===== config.mk =====
export PLATFORM = sky130hd
export DESIGN_NAME = ch1_sweep_freq
export DESIGN_NICKNAME = d
export VERILOG_FILES = /design/src/rtl/apu_pkg.sv /design/src/rtl/ch1_freq_counter.sv /design/src/rtl/ch1_sweep_freq.sv
export SDC_FILE = /design/constraint.sdc
export NUM_CORES = 1
export LEC_CHECK = 0
export BUFFER_PORTS_ARGS = -buffer_cell sky130_fd_sc_hd__clkbuf_2
export CAP_MARGIN = 10
export CORE_UTILIZATION = 63
export CTS_BUF_LIST = sky130_fd_sc_hd__clkbuf_16
export DETAILED_ROUTE_END_ITERATION = 8
export GPL_TIMING_DRIVEN = 0
export PLACE_DENSITY = 0.86
export SYNTH_ARGS = -nofsm -noshare
export SYNTH_HDL_FRONTEND = slang
export SYNTH_HIERARCHICAL = 1
export SYNTH_SLANG_ARGS = --single-unit

===== constraint.sdc =====
create_clock -name ajer_2mhz -period 6.4 [get_ports ajer_2mhz]
set_input_delay 1.28 -clock ajer_2mhz [delete_from_list [all_inputs] [get_ports ajer_2mhz]]
set_output_delay 1.28 -clock ajer_2mhz [all_outputs]
set_load 0.05 [all_outputs]

===== src/rtl/apu_pkg.sv =====
// apu_pkg
//   Shared APU definitions used by the channel 1 frequency datapath.
//   FREQ_W   : width of the frequency, sweep shadow and period counter
//   freq_t   : 11-bit frequency value type
//   FREQ_MAX : largest frequency / counter value; the period counter wraps here
package apu_pkg;

   localparam int FREQ_W = 11;

   typedef logic [FREQ_W-1:0] freq_t;

   localparam freq_t FREQ_MAX = 11'h7FF;

endpackage : apu_pkg


===== src/rtl/ch1_freq_counter.sv =====
// ch1_freq_counter
//   Channel 1 frequency period counter. It counts up from the programmed
//   frequency to FREQ_MAX on each enable, then reloads and emits a
//   one-cycle tick. The period is therefore (2048 - freq) enables.
//   Ports:
//     clk     : clock, rising edge
//     rst     : asynchronous active-high reset
//     freq    : current frequency register, sampled only at a reload
//     restart : reload the counter from freq and suppress any tick
//     en      : count enable (1 MHz phase)
//     copu    : registered wrap tick, one clock wide
module ch1_freq_counter
   import apu_pkg::*;
(
   input  logic  clk,
   input  logic  rst,
   input  freq_t freq,
   input  logic  restart,
   input  logic  en,
   output logic  copu
);

   freq_t cnt_q;
   freq_t cnt_d;
   logic  copu_q;
   logic  copu_d;

   // Restart has priority over an enable, so a restart that lands on the
   // wrap enable reloads the counter without producing a tick. The tick
   // defaults low every cycle, which keeps it exactly one clock wide.
   always_comb begin
      cnt_d  = cnt_q;
      copu_d = 1'b0;
      if (restart) begin
         cnt_d = freq;
      end else if (en) begin
         if (cnt_q == FREQ_MAX) begin
            cnt_d  = freq;
            copu_d = 1'b1;
         end else begin
            cnt_d = cnt_q + 1'b1;
         end
      end
   end

   always_ff @(posedge clk or posedge rst) begin
      if (rst) begin
         cnt_q  <= '0;
         copu_q <= 1'b0;
      end else begin
         cnt_q  <= cnt_d;
         copu_q <= copu_d;
      end
   end

   assign copu = copu_q;

endmodule : ch1_freq_counter


===== src/rtl/ch1_sweep_freq.sv =====
// ch1_sweep_freq
//   Channel 1 frequency datapath. It holds the 11-bit frequency written
//   through FF13/FF14, the sweep shadow shift register and the sweep
//   add/subtract unit. It reports overflow (atys) to the sequencer and
//   hosts the period counter that generates the duty-step tick (copu).
//   Ports:
//     ajer_2mhz      : clock, rising edge
//     apu_reset      : asynchronous active-high reset
//     d              : CPU write data
//     apu_wr         : CPU write strobe
//     ff13 / ff14    : register selects (low byte / bits 10:8 in d[2:0])
//     ff10_d3        : sweep direction, 0 add, 1 subtract
//     dyfa_1mhz      : period-counter enable
//     ch1_restart    : trigger, reloads the period counter
//     ch1_ld_shift   : load shadow from frequency
//     ch1_shift_clk  : shift shadow right by one
//     ch1_freq_upd1  : commit sum[7:0] into frequency
//     ch1_freq_upd2  : commit sum[10:8] into frequency
//     ch1_freq       : current frequency register
//     atys           : 1 = no overflow, commit permitted
//     copu           : period-counter wrap tick
module ch1_sweep_freq #(
   parameter int FREQ_W = apu_pkg::FREQ_W
) (
   input  logic              ajer_2mhz,
   input  logic              apu_reset,
   input  logic [7:0]        d,
   input  logic              apu_wr,
   input  logic              ff13,
   input  logic              ff14,
   input  logic              ff10_d3,
   input  logic              dyfa_1mhz,
   input  logic              ch1_restart,
   input  logic              ch1_ld_shift,
   input  logic              ch1_shift_clk,
   input  logic              ch1_freq_upd1,
   input  logic              ch1_freq_upd2,
   output logic [FREQ_W-1:0] ch1_freq,
   output logic              atys,
   output logic              copu
);

   logic [FREQ_W-1:0] freq_q;
   logic [FREQ_W-1:0] freq_d;
   logic [FREQ_W-1:0] shadow_q;
   logic [FREQ_W-1:0] shadow_d;
   logic [FREQ_W:0]   sum;

   // One extra bit holds the carry. A subtract that underflows leaves a
   // borrow in the top bit, but only the add direction treats that bit as
   // an overflow; a subtract simply wraps modulo 2048.
   always_comb begin
      if (ff10_d3) begin
         sum = {1'b0, freq_q} - {1'b0, shadow_q};
      end else begin
         sum = {1'b0, freq_q} + {1'b0, shadow_q};
      end
   end

   assign atys = ~(~ff10_d3 & sum[FREQ_W]);

   // Each field is updated independently: a CPU write to a field beats a
   // sweep commit to that same field, while the other field can still take
   // its commit in the same cycle.
   always_comb begin
      freq_d = freq_q;
      if (apu_wr && ff13) begin
         freq_d[7:0] = d;
      end else if (ch1_freq_upd1 && atys) begin
         freq_d[7:0] = sum[7:0];
      end
      if (apu_wr && ff14) begin
         freq_d[FREQ_W-1:8] = d[FREQ_W-9:0];
      end else if (ch1_freq_upd2 && atys) begin
         freq_d[FREQ_W-1:8] = sum[FREQ_W-1:8];
      end
   end

   // A load takes priority over a shift asserted in the same cycle.
   always_comb begin
      shadow_d = shadow_q;
      if (ch1_ld_shift) begin
         shadow_d = freq_q;
      end else if (ch1_shift_clk) begin
         shadow_d = shadow_q >> 1;
      end
   end

   always_ff @(posedge ajer_2mhz or posedge apu_reset) begin
      if (apu_reset) begin
         freq_q   <= '0;
         shadow_q <= '0;
      end else begin
         freq_q   <= freq_d;
         shadow_q <= shadow_d;
      end
   end

   assign ch1_freq = freq_q;

   ch1_freq_counter u_counter (
      .clk     (ajer_2mhz),
      .rst     (apu_reset),
      .freq    (freq_q),
      .restart (ch1_restart),
      .en      (dyfa_1mhz),
      .copu    (copu)
   );

endmodule : ch1_sweep_freq

==> impl_metrics.toml <==
[cts]
post_cts_resized = 0
hold_buffers = 0
cts_buffers = 5
clk_path_buf_depth = 2
post_cts_buffers = 0
path_clk_slew_ns = 0.05
clk_latency_ns = 0.28
cts.sinks = 34
cts_tree = "built"
cts_root_buffer = "clkbuf_16"
cts.htree.levels = 2

[floorplanning]
initial_core_util = 0.657
core-area_sq_um = 4000
die_w_um = 66.6
die_area_sq_um = 4440
io_pins = 33
die_y_um = 66.6
rows = 23

[global_routing]
grt_pass1_vias = 2385
grt_usage = 0.346
grt_max_degree = 23
antenna_found_initial = 0
grt_pass1_wl_um = 11400
grt.overflow.total = 0

[place]
dp.final_hpwl_um = 4920
gp_congestion = 0.862
portBuffers = 32

[layout]
antenna_cells = 0
utilization = 0.747
syn_to_final_growth_pct = 13.6
final_nets = 388
final_layout_size_suffix_gt1_frac = 0.153

[synth]
synth_cells = 315
synth_edf_count = 0
avgSynthCellArea_sq_um = 8.35
ys_seq_area_frac = 0.324
synth_flop_cell = "dfrtp_1"
syn_area_sq_um = 2630
yosys_warnings = 6
syn_nets = 349
ys_ff_latch = 34
synth.distinct_cells = 58
synth-async-reset-ratio = 1.00

[worst_hold_path]
hold_path.class = "flop to flop"
min_path_cells = 1

[timing]
rsz0062_at_grt = "no"
finalSetupTns_ns = 0
max_slew_margin = 0.388
tightest_slew_ns = 0.917
clock_skew_ns = 0.00267
clock.fmax_ghz = 0.188
fin_crit_sh = 0.830
slew_viol_final = 0
hold_viol = 0
setup_viol = 0
fin_crit_ns = 5.31

[routing]
ant_nets = 0
route.vias.total = 2590
drc = 2
vias_per_cell = 6.41
drt_iter0_markers = 248
wirelength_um = 6780
wl_per_cell_um = 16.8
drt-pass1-iter-count = 7

[pwr]
p_clk_frac = 0.127
p_sw_mw = 0.928
p_seq_frac = 0.256
switching_share = 0.511
leakagePower_nw = 1.33
p_int_mw = 0.887
pwr-share-comb = 0.618
power_per_cell_area_nw_per_um2 = 607
peakVddDrop_uv = 450

[worst_setup_path]
path_max_fanout = 10
crit_path_end_kind = "output pin"
cp.required_ns = 5.12
crit_type = "input port to output pin"
r2r_cells = 14
worstSetupStartpointType = "input port"
crit_arrival_ns = 4.03

[outcome]
status = "finished, violations left"
violations = "design-rule violations"

[run]
cap_viol_max_count = 0
area by class of cell:
type | instances | area (sq um)
repair buffers | 32 | 160
multi-input cells | 256 | 1670
clock inverters | 2 | 10.0
clock buffers | 5 | 125
plain buffers | 12 | 65.1
flip-flops and latches | 34 | 851
well taps | 50 | 62.6
fillers | 311 | 1010
inverters | 13 | 48.8
power groups by stage:
stage          clock network, mW  registers, mW  logic, mW
2_1_floorplan                  0          0.540      0.765
3_3_place_gp                   0          0.459       1.05
3_5_place_dp                   0          0.463       1.09
4_1_cts                    0.233          0.460       1.11
5_1_grt                    0.241          0.477       1.24
6_report                   0.230          0.464       1.12
through the flow:
step | total power, mW | worst slack (ns) | instance area [sq um] | hold WS (ns) | std cells
after CTS | 1.80 | 1.16 | 2990 | 0.581 | 404
after detailed placement | 1.55 | 1.20 | 2850 | 0.569 | 397
after floorplan | 1.31 | 1.69 | 2630 | 0.525 | 315
after global routing | 1.96 | 0.938 | 2990 | 0.601 | 404
final | 1.81 | 1.09 | 2990 | 0.583 | 404
after global placement | 1.51 | 1.28 | 2850 | 0.560 | 397
layout by cell type, fill, tap and decap left out, drive strengths merged, types with 3 or more instances in the layout:
cell type,n
buf,7
and2,5
nand2b,5
a311oi,3
o211ai,4
a21oi,22
nand4,6
inv,13
o22ai,4
ha,13
o21ai,22
nor3,10
nand2,37
nor2b,3
xor2,5
nor2,30
nor4,4
nand3,15
dfrtp,34
clkbuf,42
a31oi,11
xnor2,14
or3,3
mux2i,12
critical path, cell delays in order:
cell and delay, ns:
clkbuf_2 0.11, buf_1 0.38, a21oi_1 0.11, xnor2_1 0.16
ha_1 0.38, nand2_1 0.09, a211oi_1 0.59, o21a_1 0.33
nor3_1 0.09, xor2_1 0.16, nand2_1 0.07, clkbuf_2 0.26
final timing paths:
| kind | from | end | slack [ns] |
|---|---|---|---|
| min reg2reg | u_counter/cnt_q[9]$_DFFE_PP0P_ | u_counter/cnt_q[9]$_DFFE_PP0P_ | 0.58 |
| min in group asynchronous | apu_reset | u_counter/cnt_q[1]$_DFFE_PP0P_ | 1.01 |
| max in group asynchronous | apu_reset | ch1_freq[9]$_DFFE_PP0P_ | 4.65 |
| min | u_counter/cnt_q[9]$_DFFE_PP0P_ | u_counter/cnt_q[9]$_DFFE_PP0P_ | 0.58 |
| max | ff10_d3 | atys | 1.09 |
| max reg2reg | shadow_q[2]$_DFFE_PP0P_ | ch1_freq[2]$_DFFE_PP0P_ | 2.92 |
metal layers:
layer | wire, um | track usage
met1 | 2990 | 0.487
met2 | 3150 | 0.510
met3 | 510 | 0.0822
met4 | 133 | 0.128
met5 | 0 | 0
flip-flops by register name, summed over array words and instances, names as in the netlist:
name and flops:
u_counter/cnt_q 11, u_counter/copu 1, shadow_q 11, ch1_freq 11
synthesized netlist by cell type (2+ instances only):
library cell   n  share of area
ha_1          13          0.062
nand3_1       14          0.027
and2_1         4         0.0095
xnor2_1       14          0.047
nand4_1        5          0.012
nor2b_1        3         0.0071
and3_1         2         0.0048
buf_1          3         0.0043
nor3b_1        2         0.0057
o21ai_1        7          0.013
a31oi_1       11          0.026
o21ai_0       15          0.029
o31ai_1        2         0.0057
nor4_2         2         0.0095
a311oi_1       3          0.010
clkbuf_1       5         0.0071
buf_6          2         0.0086
nand2_1       37          0.053
nor2_1        30          0.043
inv_1         13          0.019
o211ai_1       4          0.011
nand2b_1       5          0.012
mux2i_1       11          0.042
a211oi_1       2         0.0057
or3_1          2         0.0048
a21o_1         2         0.0057
o21bai_1       2         0.0057
o22ai_1        3         0.0071
a21oi_1       22          0.042
dfrtp_1       34           0.32
xor2_1         5          0.017
nor3_1        10          0.019
logic make-up (layout without fill, tap and decap cells):
family / Yosys count / count (layout) / share of synthesized area
adder cells (fa/ha/maj): 14 / 14 / 0.0695
multiplexers: 13 / 13 / 0.0514
AND/OR/NAND/NOR: 125 / 125 / 0.245
buffers and inverters: 25 / 64 / 0.0433
AO/OA/AOI/OAI: 85 / 85 / 0.204
flip-flops: 34 / 34 / 0.324
XOR/XNOR: 19 / 19 / 0.0633
Note: power is estimated with default switching activity, not from simulation.
